`config.mk`:
```
export PLATFORM = sky130hd
export DESIGN_NAME = mem_port_arbiter_flat
export DESIGN_NICKNAME = d
export VERILOG_FILES = /design/src/rtl/mem_port_arbiter_if.sv /design/src/rtl/mem_port_arbiter.sv /design/src/flat_wrapper.sv
export SDC_FILE = /design/constraint.sdc
export NUM_CORES = 1
export LEC_CHECK = 0
export BUFFER_PORTS_ARGS = -buffer_cell sky130_fd_sc_hd__buf_4
export CAP_MARGIN = 15
export CORE_MARGIN = 4
export CORE_UTILIZATION = 55
export CTS_CLUSTER_SIZE = 30
export DETAILED_ROUTE_END_ITERATION = 7
export GPL_ROUTABILITY_DRIVEN = 0
export PLACE_DENSITY_LB_ADDON = 0.12
export SLEW_MARGIN = 20
export SYNTH_ARGS = -nofsm -noshare
export SYNTH_HDL_FRONTEND = slang
export SYNTH_SLANG_ARGS = --single-unit
```
`constraint.sdc`:
```
create_clock -name clk -period 6.8 [get_ports clk]
set_input_delay 1.02 -clock clk [delete_from_list [all_inputs] [get_ports clk]]
set_output_delay 1.02 -clock clk [all_outputs]
set_load 0.05 [all_outputs]
```
`src/rtl/mem_port_arbiter_if.sv`:
```
// Bus bundle for mem_port_arbiter.
// Carries the IF fetch handshake, the MEM load/store handshake, the
// byte-wide RAM port and the two stall requests.
//   slave  : the arbiter side (drives completions, RAM port, stall requests)
//   master : the client/environment side (drives requests and ram_din)
interface mem_port_arbiter_if #(
  parameter int unsigned ADDR_W = 32
);
  logic              if_req;
  logic [ADDR_W-1:0] if_addr;
  logic [31:0]       if_inst;
  logic              if_done;

  logic              mem_req;
  logic              mem_we;
  logic [1:0]        mem_len;
  logic [ADDR_W-1:0] mem_addr;
  logic [31:0]       mem_wdata;
  logic [31:0]       mem_rdata;
  logic              mem_done;

  logic [7:0]        ram_din;
  logic [7:0]        ram_dout;
  logic [ADDR_W-1:0] ram_a;
  logic              ram_wr;

  logic              stallreq_from_if;
  logic              stallreq_from_mem;

  modport slave (
    input  if_req, if_addr, mem_req, mem_we, mem_len, mem_addr, mem_wdata, ram_din,
    output if_inst, if_done, mem_rdata, mem_done, ram_dout, ram_a, ram_wr,
           stallreq_from_if, stallreq_from_mem
  );

  modport master (
    output if_req, if_addr, mem_req, mem_we, mem_len, mem_addr, mem_wdata, ram_din,
    input  if_inst, if_done, mem_rdata, mem_done, ram_dout, ram_a, ram_wr,
           stallreq_from_if, stallreq_from_mem
  );
endinterface

```
`src/rtl/mem_port_arbiter.sv`:
```
// Single byte-wide RAM port shared by the IF word fetch and the MEM
// 1/2/4-byte load/store. Each access is serialised into byte transactions;
// MEM wins over IF when both are pending in IDLE.
// Ports:
//   clk, rst : clock, synchronous active-high reset
//   rdy      : global ready, low freezes the block
//   bus      : mem_port_arbiter_if.slave (requests, completions, RAM port,
//              stallreq_from_if / stallreq_from_mem)
module mem_port_arbiter #(
  parameter int unsigned ADDR_W = 32
) (
  input  logic              clk,
  input  logic              rst,
  input  logic              rdy,
  mem_port_arbiter_if.slave bus
);

  localparam int unsigned CNT_W = 3;

  localparam logic [1:0] IDLE = 2'd0;
  localparam logic [1:0] RD   = 2'd1;
  localparam logic [1:0] WR   = 2'd2;
  localparam logic [1:0] DONE = 2'd3;

  logic [1:0]        state, state_nxt;
  logic [CNT_W-1:0]  cnt, cnt_nxt, len_n, len_n_nxt, cnt_inc;
  logic [ADDR_W-1:0] base, base_nxt;
  logic              is_if, is_if_nxt;
  logic [31:0]       wdata, wdata_nxt;
  logic [ADDR_W-1:0] ram_a_q, ram_a_nxt;
  logic [7:0]        ram_dout_q, ram_dout_nxt;
  logic              ram_wr_q, ram_wr_nxt;
  logic [31:0]       if_inst_q, if_inst_nxt;
  logic [31:0]       mem_rdata_q, mem_rdata_nxt;
  logic              if_done_q, if_done_nxt;
  logic              mem_done_q, mem_done_nxt;
  logic [31:0]       rd_word;
  logic [1:0]        cap_idx;

  // Byte count for a MEM length code; 11 behaves as a word.
  function automatic logic [CNT_W-1:0] len_bytes(input logic [1:0] len);
    case (len)
      2'b00:   len_bytes = CNT_W'(1);
      2'b01:   len_bytes = CNT_W'(2);
      default: len_bytes = CNT_W'(4);
    endcase
  endfunction

  // Next-state and registered-output logic.
  always_comb begin
    state_nxt     = state;
    cnt_nxt       = cnt;
    len_n_nxt     = len_n;
    base_nxt      = base;
    is_if_nxt     = is_if;
    wdata_nxt     = wdata;
    ram_a_nxt     = ram_a_q;
    ram_dout_nxt  = ram_dout_q;
    ram_wr_nxt    = 1'b0;
    if_inst_nxt   = if_inst_q;
    mem_rdata_nxt = mem_rdata_q;
    if_done_nxt   = if_done_q;
    mem_done_nxt  = mem_done_q;
    cnt_inc       = cnt + CNT_W'(1);
    // ram_din at edge with count c holds byte c-1 (two-edge read latency).
    cap_idx       = 2'(cnt - CNT_W'(1));
    rd_word       = is_if ? if_inst_q : mem_rdata_q;
    rd_word[{cap_idx, 3'b000} +: 8] = bus.ram_din;

    if (rdy) begin
      if_done_nxt  = 1'b0;
      mem_done_nxt = 1'b0;
      case (state)
        IDLE: begin
          if (bus.mem_req) begin
            base_nxt  = bus.mem_addr;
            len_n_nxt = len_bytes(bus.mem_len);
            is_if_nxt = 1'b0;
            wdata_nxt = bus.mem_wdata;
            cnt_nxt   = '0;
            ram_a_nxt = bus.mem_addr;
            if (bus.mem_we) begin
              state_nxt    = WR;
              ram_dout_nxt = bus.mem_wdata[7:0];
              ram_wr_nxt   = 1'b1;
            end else begin
              state_nxt     = RD;
              mem_rdata_nxt = '0;
            end
          end else if (bus.if_req) begin
            base_nxt    = bus.if_addr;
            len_n_nxt   = CNT_W'(4);
            is_if_nxt   = 1'b1;
            cnt_nxt     = '0;
            ram_a_nxt   = bus.if_addr;
            state_nxt   = RD;
            if_inst_nxt = '0;
          end
        end
        RD: begin
          cnt_nxt = cnt_inc;
          if (cnt != '0) begin
            if (is_if) if_inst_nxt   = rd_word;
            else       mem_rdata_nxt = rd_word;
          end
          if (cnt == len_n) begin
            state_nxt    = DONE;
            cnt_nxt      = '0;
            if_done_nxt  = is_if;
            mem_done_nxt = ~is_if;
          end else if (cnt_inc < len_n) begin
            ram_a_nxt = base + ADDR_W'(cnt_inc);
          end
        end
        WR: begin
          if (cnt_inc < len_n) begin
            cnt_nxt      = cnt_inc;
            ram_a_nxt    = base + ADDR_W'(cnt_inc);
            ram_dout_nxt = wdata[{cnt_inc[1:0], 3'b000} +: 8];
            ram_wr_nxt   = 1'b1;
          end else begin
            state_nxt    = DONE;
            cnt_nxt      = '0;
            mem_done_nxt = 1'b1;
          end
        end
        DONE:    state_nxt = IDLE;
        default: state_nxt = IDLE;
      endcase
    end
  end

  // State and output registers.
  always_ff @(posedge clk) begin
    if (rst) begin
      state       <= IDLE;
      cnt         <= '0;
      len_n       <= '0;
      base        <= '0;
      is_if       <= 1'b0;
      wdata       <= '0;
      ram_a_q     <= '0;
      ram_dout_q  <= '0;
      ram_wr_q    <= 1'b0;
      if_inst_q   <= '0;
      mem_rdata_q <= '0;
      if_done_q   <= 1'b0;
      mem_done_q  <= 1'b0;
    end else begin
      state       <= state_nxt;
      cnt         <= cnt_nxt;
      len_n       <= len_n_nxt;
      base        <= base_nxt;
      is_if       <= is_if_nxt;
      wdata       <= wdata_nxt;
      ram_a_q     <= ram_a_nxt;
      ram_dout_q  <= ram_dout_nxt;
      ram_wr_q    <= ram_wr_nxt;
      if_inst_q   <= if_inst_nxt;
      mem_rdata_q <= mem_rdata_nxt;
      if_done_q   <= if_done_nxt;
      mem_done_q  <= mem_done_nxt;
    end
  end

  assign bus.ram_a     = ram_a_q;
  assign bus.ram_dout  = ram_dout_q;
  assign bus.ram_wr    = ram_wr_q;
  assign bus.if_inst   = if_inst_q;
  assign bus.mem_rdata = mem_rdata_q;
  assign bus.if_done   = if_done_q;
  assign bus.mem_done  = mem_done_q;

  assign bus.stallreq_from_if  = bus.if_req  & ~if_done_q;
  assign bus.stallreq_from_mem = bus.mem_req & ~mem_done_q;

endmodule

```
`src/flat_wrapper.sv`:
```
// flat-port wrapper written by rule: the top's interface ports become plain ports
module mem_port_arbiter_flat 
#(
  parameter int unsigned ADDR_W = 32
)
  (clk, rst, rdy, bus_if_req, bus_if_addr, bus_mem_req, bus_mem_we, bus_mem_len, bus_mem_addr, bus_mem_wdata, bus_ram_din, bus_if_inst, bus_if_done, bus_mem_rdata, bus_mem_done, bus_ram_dout, bus_ram_a, bus_ram_wr, bus_stallreq_from_if, bus_stallreq_from_mem);
  mem_port_arbiter_if #(.ADDR_W(ADDR_W)) bus_i ();
  input  logic clk;
  input  logic rst;
  input  logic rdy;
  input wire logic [$bits(bus_i.if_req)-1:0] bus_if_req;
  input wire logic [$bits(bus_i.if_addr)-1:0] bus_if_addr;
  input wire logic [$bits(bus_i.mem_req)-1:0] bus_mem_req;
  input wire logic [$bits(bus_i.mem_we)-1:0] bus_mem_we;
  input wire logic [$bits(bus_i.mem_len)-1:0] bus_mem_len;
  input wire logic [$bits(bus_i.mem_addr)-1:0] bus_mem_addr;
  input wire logic [$bits(bus_i.mem_wdata)-1:0] bus_mem_wdata;
  input wire logic [$bits(bus_i.ram_din)-1:0] bus_ram_din;
  output wire logic [$bits(bus_i.if_inst)-1:0] bus_if_inst;
  output wire logic [$bits(bus_i.if_done)-1:0] bus_if_done;
  output wire logic [$bits(bus_i.mem_rdata)-1:0] bus_mem_rdata;
  output wire logic [$bits(bus_i.mem_done)-1:0] bus_mem_done;
  output wire logic [$bits(bus_i.ram_dout)-1:0] bus_ram_dout;
  output wire logic [$bits(bus_i.ram_a)-1:0] bus_ram_a;
  output wire logic [$bits(bus_i.ram_wr)-1:0] bus_ram_wr;
  output wire logic [$bits(bus_i.stallreq_from_if)-1:0] bus_stallreq_from_if;
  output wire logic [$bits(bus_i.stallreq_from_mem)-1:0] bus_stallreq_from_mem;
  assign bus_i.if_req = bus_if_req;
  assign bus_i.if_addr = bus_if_addr;
  assign bus_i.mem_req = bus_mem_req;
  assign bus_i.mem_we = bus_mem_we;
  assign bus_i.mem_len = bus_mem_len;
  assign bus_i.mem_addr = bus_mem_addr;
  assign bus_i.mem_wdata = bus_mem_wdata;
  assign bus_i.ram_din = bus_ram_din;
  assign bus_if_inst = bus_i.if_inst;
  assign bus_if_done = bus_i.if_done;
  assign bus_mem_rdata = bus_i.mem_rdata;
  assign bus_mem_done = bus_i.mem_done;
  assign bus_ram_dout = bus_i.ram_dout;
  assign bus_ram_a = bus_i.ram_a;
  assign bus_ram_wr = bus_i.ram_wr;
  assign bus_stallreq_from_if = bus_i.stallreq_from_if;
  assign bus_stallreq_from_mem = bus_i.stallreq_from_mem;
  mem_port_arbiter #(.ADDR_W(ADDR_W)) u_core (.clk(clk), .rst(rst), .rdy(rdy), .bus(bus_i));
endmodule
```
---- Yosys cells after proc, flatten, opt, wreduce, memory -nomap -nowiden ----
Cells that the tools add are included.
storage, ports and cells
  bits in registers ....................... 180
  input port bits ......................... 112
  output and inout port bits .............. 109
  word-level logic and storage cells ...... 107
cells by class
  add/subtract/negate cells ............... 4
  magnitude comparators ................... 1
  eq/ne operators ......................... 18
  shift-type cells ........................ 3
  mux-type cells .......................... 46
  bitwise gates (word level) .............. 6
  reduce and logical (&&, ||, !) cells .... 16
operators by type and width
  cell                    count
  $mux 32                 13
  $pmux 32 s2             2
  $pmux 32 s3             1
  $add 32x3->32           1
  $bwmux 32               1
  $shift 8x7->32 const A  1
  $shiftx 32x6->8         1
  $shiftx 8x7->32         1
  $mux 8                  3
  $mux 3                  6
  $ne 2x2->1 const B      8
  $pmux 8 s2              1
  $reduce_and 6->1        2
  $mux 2                  5
  $mux 1                  9
  $pmux 3 s3              1
  $reduce_and 3->1        3
  $ne 2x1->1 const B      4
  $pmux 2 s4              1
  $reduce_and 4->1        2
  $neg 5->7               1
  $pmux 3 s2              1
  $reduce_bool 2->1       3
  $reduce_bool 3->1       2
  other kinds (13)        21

---- Logic depth before layout (Yosys ltp) ----
Gate-level depths: netlist (run 1).
  depth after elaboration ................. 7
  gate-level depth with buffers ........... 12
  depth with buffers taken out ............ 9

---- Worst setup path before layout (run 1) ----
No wires, ideal clock.
  path type ............................... reg-to-reg
  start point ............................. register u_core.cnt[0]
  end point ............................... register u_core.ram_a_q[18], in the netlist u_core.bus.ram_a[18]
  library setup time ...................... 122 ps
  arrival ................................. 3144 ps
  data required time ...................... 6678 ps
  slack ................................... 3535 ps
  cell stages (with the launch flop) ...... 13
  path buffers ............................ 3
  clock period less this slack ............ 3265 ps
  cells stage by stage .................... dfxtp_1 -> buf_2 -> inv_1 -> ha_1 -> buf_2 -> buf_2 -> inv_1 -> fa_1 -> nor2b_1 -> o2111ai_1 -> nor3_1 -> xor2_1 -> a221o_1
on the way
  word-level cells in the longest chain between the ends .. 5
  elaborated cells on any way between the ends .. 9
  those cells by class .................... add/sub: 2; order compare: 1; eq/ne: 2; mux: 3; reduce/logical: 1
ends and longest elaborated chain
  what                                                line                                              text
  start, declared                                     mem_port_arbiter.sv:26                            logic [CNT_W-1:0] cnt, cnt_nxt, len_n, len_n_nxt, cnt_inc;
  start signal, assigned                              mem_port_arbiter.sv:151                           cnt <= cnt_nxt;
  $add 3x1->3                                         mem_port_arbiter.sv:64                            cnt_inc = cnt + CNT_W'(1);
  $add 32x3->32 / $lt 3x3->1 (equally long branches)  -
  $mux 32                                             mem_port_arbiter.sv:111, mem_port_arbiter.sv:116
  $mux 32                                             mem_port_arbiter.sv:106                           if (cnt == len_n) begin
  $pmux 32 s3                                         mem_port_arbiter.sv:73                            case (state)
  end signal, assigned                                mem_port_arbiter.sv:156                           ram_a_q <= ram_a_nxt;
  end, declared                                       mem_port_arbiter.sv:30                            logic [ADDR_W-1:0] ram_a_q, ram_a_nxt;
Parallel ways exist; a longest one is shown, timed or not. The select of a mux whose other input is x is not followed.
A chain may end at the register's enable or synchronous reset.

---- Worst setup path in the final report (run 1) ----
Same ends and word-level chain as after synthesis.

==> run metrics, run 1 <==
result of the run=finished, final reports clean; sequential share of the synthesized area=39.1%; fraction of the mapped netlist area in simple logic gates=a little under a fifth; H-tree depth reported by CTS=4; measured slew at the worst slew-check pin=~1100 ps; standard-cell rows=47; fraction of layout instances using a drive strength above 1=23.6%; Core Box Area=16500 µm²; largest family of logic cells by synthesized area=simple AND/OR/NAND/NOR gates; Post-Route Skew=between 8 and 9 ps; Synth Net Count=1157; initial antenna violation count=0; final hold slack=roughly 450 ps; setup TNS=0 ps; relative contribution of the clock network to total power=34.6%; drt drc=0; sequential power share=41.5%; number of inserted diodes=0; power density over the cells=254 nW/µm²; cell area after synthesis=around 9200 µm²; final wirelength=25.6 mm; share of the clock period used by the worst path after layout=59.7%; number of port buffers=220; minimum period implied by the final worst setup slack=4060 ps; final-report hold violation count=0; pins over their slew limit=0; Die Footprint=18900 µm²; Register-to-Register Path Depth=9; peak clock frequency supported by timing=about 250 MHz; detailed-route via count=between 8000 and 9000; GRT overflow=0; critical path fanouts, max=18; cts bufs inserted=17; Hold Path Class=flip-flop to flip-flop; first-pass detailed-route iteration total=7; top-level port count=between 200 and 250; Max transition margin=24.9%; RSZ-0062 raised after global routing=no; DR WL/cell=18.0 µm; warning count from the yosys run=0; Sw Share=31.6%; width of the chip=138 µm; antenna violation net count after detailed routing=0; portion of netlist area occupied by mux cells=17.0%; kind of launch point of the worst setup path=flip-flop; main flop type after synthesis=dfxtp_1; post-cts resize count=0; total leakage power=4.97 nW; crit path capture type=flip-flop; most common library cell in the layout ignoring fill and taps=buf_4; via count of the first global-routing pass=approximately 7900; Synth Area in Compound Gates=16.6%; number of maximum-capacitance constraint violations=0; synthesized netlist cell count=1028; number of distinct library cells after synthesis=65; quantity of hold-fixing buffers added after cts=0; xor/xnor cell area share of the yosys netlist=2.18%; Die Span Y=138 µm; total track usage=26.5%; pin count of the biggest net entering global routing=98; combinational share of power=23.9%; Detail Placement HPWL=17.7 mm; Avg Synthesized Cell Area=8.98 µm²; number of violations reported at the end of detailed-routing iteration 0=615; global-route wire length before repair=39.9 mm; vias per cell=~5.9; clock tree sinks=180; share of synthesized cell area in full adder, half adder and majority cells=2.39%; library cell used as clock root buffer=clkbuf_16; number of endpoints failing setup at the final stage=0; clock transition at the register clock pins on the worst setup and hold paths after CTS=70 ps; # Post-CTS Setup Buffers=0; cell-internal power=1.98 mW; leading cell types in the layout, fill and taps excluded=226 x buf_4, 179 x dfxtp_1, 138 x mux2i_1, 125 x nor2_1, 93 x nand2_1; TritonCTS clock tree=done; arrival time at the worst endpoint=4380 ps; Min-Delay Path Depth=2; switching power=0.917 mW; VDD IR max=0.213 mV; area growth from synthesis to final layout=24.0%; starting density of the core=about 56%; critical path type=flip-flop to flip-flop; number of enable flip-flop cells after synthesis=0; Seq cells post-synth=180; share of flip-flops with an asynchronous set or reset after synthesis=0%; Crit path required time=7110 ps; Longest Clk Path Bufs=2; number of nets in the layout=1319; worst skew pair latency=around 430 ps
## metal layers
| layer | global-route usage [%] | vias up | share of wire [%] | wire length, µm |
|---|---|---|---|---|
| li1 | - | 4025 | - | - |
| met4 | 7.10 | 0 | 1.8 | 472 |
| met3 | 5.92 | 38 | 7.8 | 2000 |
| met5 | 0 | - | 0 | 0 |
| met1 | 36.1 | 3940 | 44 | 11300 |
| met2 | 42.5 | 311 | 46 | 11900 |
## area by class of cell
cell class | count | area, µm²
sequential | 180 | 3610
inverter | 18 | 67.6
clock buffer | 22 | 464
multi-input combinational | 747 | 5200
timing repair buffer | 226 | 1700
fill | 1370 | 5080
clock inverter | 8 | 128
tap | 220 | 275
## power groups by stage
| stage | clock (mW) | combinational (mW) | sequential, mW |
|---|---|---|---|
| 6_report | 1.00 | 0.692 | 1.21 |
| 4_1_cts | 1.01 | 0.692 | 1.20 |
| 5_1_grt | 1.05 | 0.742 | 1.21 |
| 3_5_place_dp | 0 | 0.690 | 1.23 |
| 2_1_floorplan | 0 | 0.386 | 1.32 |
| 3_3_place_gp | 0 | 0.681 | 1.22 |
## critical path, stage by stage (launching register included)
cell       delay (ps)
dfxtp_1           780
inv_1             220
ha_1              900
inv_1             140
fa_1              460
nor2b_1           260
o2111ai_1         410
nor3_1            360
xor2_1            100
a221o_1           300
## worst paths after layout
path                     endpoint  slack [ps]            start
max          u_core.bus.ram_a[18]        2740    u_core.cnt[0]
min               u_core.wdata[7]         450  u_core.wdata[7]
max reg2reg  u_core.bus.ram_a[18]        2740    u_core.cnt[0]
min reg2reg       u_core.wdata[7]         450  u_core.wdata[7]
## metrics by stage
| step | power (mW) | cell area [µm²] | cells | util, % | setup slack (ps) |
|---|---|---|---|---|---|
| floorplan | 1.70 | 9230 | 1028 | - | 3530 |
| global placement | 1.91 | 10800 | 1391 | 65.6 | 2840 |
| detailed placement | 1.92 | 10800 | 1391 | 65.6 | 2700 |
| CTS | 2.91 | 11400 | 1421 | 69.2 | 2690 |
| global route | 3.01 | 11400 | 1421 | 69.3 | 2330 |
| finish | 2.90 | 11400 | 1421 | 69.3 | 2740 |
## cells in the mapped netlist, types with 3 or more instances
master / number / area share (%)
nand3_1: 20 / 1.1
buf_1: 4 / 0.16
o21ai_0: 11 / 0.60
nor2b_1: 4 / 0.27
o2bb2ai_1: 30 / 2.8
clkbuf_1: 49 / 2.0
a21o_1: 3 / 0.24
and3_1: 7 / 0.47
nor2_1: 125 / 5.1
mux2i_1: 138 / 15
nand3b_1: 3 / 0.24
a31o_2: 3 / 0.28
and4_1: 5 / 0.47
and2_1: 33 / 2.2
a211o_1: 3 / 0.28
o22ai_1: 5 / 0.34
nand4_1: 8 / 0.54
or3_1: 5 / 0.34
a221o_1: 11 / 1.2
a21oi_1: 54 / 2.9
a22oi_1: 3 / 0.24
xor2_1: 11 / 1.0
nand2_1: 93 / 3.8
ha_1: 16 / 2.2
a211oi_1: 46 / 3.7
xnor2_1: 12 / 1.1
inv_1: 18 / 0.73
nand2b_1: 6 / 0.41
dfxtp_1: 180 / 39
mux4_2: 8 / 2.0
o211ai_1: 9 / 0.73
buf_2: 27 / 1.5
a22o_1: 4 / 0.38
nor4_1: 9 / 0.61
nor3_1: 20 / 1.1
a2bb2oi_1: 5 / 0.47
## logic make-up (layout without fill, tap and decap cells)
logic type,after synthesis,after routing
flip-flops,180,180
XOR/XNOR,23,23
adder cells (fa/ha/maj),17,17
AO/OA/AOI/OAI,207,207
buffers and inverters,101,274
multiplexers,147,147
AND/OR/NAND/NOR,353,353
## registers in the layout, summed over array words and instances (netlist names)
register / flops
u_core.len_n: 3
u_core.base: 32
u_core.wdata: 32
u_core.bus.if_done: 1
u_core.bus.ram_dout: 8
u_core.state: 2
u_core.bus.if_inst: 32
u_core.cnt: 3
u_core.bus.ram_a: 32
u_core.is_if: 1
u_core.bus.ram_wr: 1
u_core.bus.mem_done: 1
u_core.bus.mem_rdata: 32
No activity file was read; power rests on OpenSTA's default activity.
==> run 2: changes to the inputs <==
--- a/config.mk
+++ b/config.mk
@@ -8,7 +8,7 @@
 export BUFFER_PORTS_ARGS = -buffer_cell sky130_fd_sc_hd__buf_4
 export CAP_MARGIN = 15
 export CORE_MARGIN = 4
-export CORE_UTILIZATION = 55
+export CORE_UTILIZATION = 54
 export CTS_CLUSTER_SIZE = 30
 export DETAILED_ROUTE_END_ITERATION = 7
 export GPL_ROUTABILITY_DRIVEN = 0
==> constraint.sdc (replaced) <==
create_clock -name clk -period 4.3 [get_ports clk]
set_input_delay 0.645 -clock clk [delete_from_list [all_inputs] [get_ports clk]]
set_output_delay 0.645 -clock clk [all_outputs]
set_load 0.05 [all_outputs]
==> run metrics, run 2 (synthesis results as in run 1) <==
Core Box Area=around 17000 µm²; Detail Placement HPWL=18.0 mm; arrival time at the worst endpoint=3640 ps; Post-Route Skew=around 11 ps; final wirelength=25.6 mm; cell with the most instances on the worst path=ha_1; number of nets in the layout=between 1000 and 1500; Hold Crit Start=u_core.wdata[11]; most common library cell in the layout ignoring fill and taps=buf_4; uppermost metal layer occupied by signal nets=met4; terminating pin of the worst hold path=u_core.wdata[11]; peak clock frequency supported by timing=roughly 300 MHz; VDD IR max=0.344 mV; worst skew pair latency=between 400 and 500 ps; minimum period implied by the final worst setup slack=3330 ps; H-tree depth reported by CTS=4; final-report hold violation count=0; setup TNS=0 ps; reg2reg setup slack=970 ps; critical path type=flip-flop to flip-flop; drt drc=0; antenna violation net count after detailed routing=0; placed cells=1398; CP max stage cell=a211oi_4; width of the chip=139 µm; Hold Path Class=flip-flop to flip-flop; category of cells accounting for the largest share of critical-path delay=compound AO/OA/AOI/OAI gates; vias per cell=around 5.8; post-cts resize count=0; number of maximum-capacitance constraint violations=0; standard-cell rows=47; leading cell types in the layout, fill and taps excluded=233 x buf_4, 179 x dfxtp_1, 138 x mux2i_1, 125 x nor2_1, 93 x nand2_1; top-level port count=221; detailed-routed wire length on met2=11.7 mm; setup ws final=968 ps; number of inserted diodes=0; number of port buffers=220; measured slew at the worst slew-check pin=1110 ps; pins over their slew limit=0; Min-Delay Path Depth=2; detailed-route via count=about 8300; Non-Filler Instances=1430; clock transition at the register clock pins on the worst setup and hold paths after CTS=70 ps; worst slack after detailed placement=984 ps; total leakage power=5.03 nW; result of the run=finished, final reports clean; share of the clock period used by the worst path after layout=77.5%; quantity of hold-fixing buffers added after cts=0; crit path capture type=flip-flop; first-pass detailed-route iteration total=5; power density over the cells=402 nW/µm²; # Post-CTS Setup Buffers=0; met3 WL=1.81 mm; reg-to-reg endpoint=u_core.bus.ram_a[22]; global-route wire length before repair=41.4 mm; number of buffers and inverters on the critical path=1; clock tree sinks=between 150 and 200; GRT overflow=0; Metal-1 WL=around 12 mm; RSZ-0062 raised after global routing=no; kind of launch point of the worst setup path=flip-flop; pin count of the biggest net entering global routing=74; number of violations reported at the end of detailed-routing iteration 0=562; final hold slack=455 ps; critical path fanouts, max=18; Register-to-Register Path Depth=10; initial antenna violation count=0; fraction of layout instances using a drive strength above 1=between 20% and 30%; DR WL/cell=17.9 µm; cts bufs inserted=17; TritonCTS clock tree=done; total track usage=25.8%; Die Span Y=about 140 µm; area growth from synthesis to final layout=24.8%; number of endpoints failing setup at the final stage=0; Max transition margin=25.3%; crit-path max cell delay=about 650 ps; library cell used as clock root buffer=clkbuf_16; beginning of the worst register-to-register path=u_core.cnt[0]; Die Footprint=19200 µm²; cells along the critical path=buf_4 > ha_1 > or2b_1 > nand2_1 > ha_1 > nor2_1 > a21oi_1 > a211oi_4 > nor2_2 > a221o_1; via count of the first global-routing pass=7980; Crit path required time=approximately 4600 ps; Longest Clk Path Bufs=2; starting density of the core=55.4%
run 2: cell count changes in the layout (fill, tap and decap cells not counted), moves of 2 or more:
cell | before | now
inv_6 | 0 | 4
clkbuf_8 | 2 | 0
clkinv_4 | 2 | 5
clkbuf_1 | 3 | 0
buf_4 | 226 | 233
run 2: report_power, final:
part	leakage [nW]	internal, mW	total, mW	switching (mW)
clock	0.302	0.931	1.63	0.697
sequential	1.47	1.78	1.89	0.101
combinational	3.26	0.420	1.12	0.699
total	5.03	3.14	4.63	1.50
run 2: worst max path at each step:
stage / endpoint / cells after the start / startpoint / slack, ps
CTS: u_core.bus.ram_a[22] / 10 / u_core.cnt[0] / 990
global route: u_core.bus.ram_a[12] / 10 / u_core.cnt[0] / 720
floorplan: u_core.bus.ram_a[18] / 12 / u_core.cnt[0] / 1030
global placement: u_core.bus.ram_a[22] / 10 / u_core.cnt[0] / 1100
finish: u_core.bus.ram_a[22] / 10 / u_core.cnt[0] / 970
detailed placement: u_core.bus.ram_a[22] / 10 / u_core.cnt[0] / 980
run 2: tightest hold or removal path: stages (launching register included):
cell	delay (ps)
dfxtp_1	310
nand2_1	50
a21oi_1	50
run 2: cell type report:
class                           instances  area [µm²]
Clock buffer                           17         425
Clock inverter                         15         198
Fill cell                            1358        5120
Inverter                               18        67.6
Multi-Input combinational cell        747        5200
Sequential cell                       180        3600
Tap cell                              220         275
Timing Repair Buffer                  233        1750
run 2: layer usage:
layer / vias up / track usage (%)
met5: - / 0
met4: 0 / 6.59
met3: 33 / 6.10
met2: 305 / 41.1
met1: 3952 / 35.5
li1: 4028 / -
run 2: through the flow:
stage | cell area [µm²] | util (%) | power (mW)
floorplan | 9230 | - | 2.69
global placement | 10900 | 65.5 | 3.02
detailed placement | 10900 | 65.5 | 3.03
CTS | 11500 | 69.2 | 4.65
global route | 11500 | 69.2 | 4.82
finish | 11500 | 69.2 | 4.63
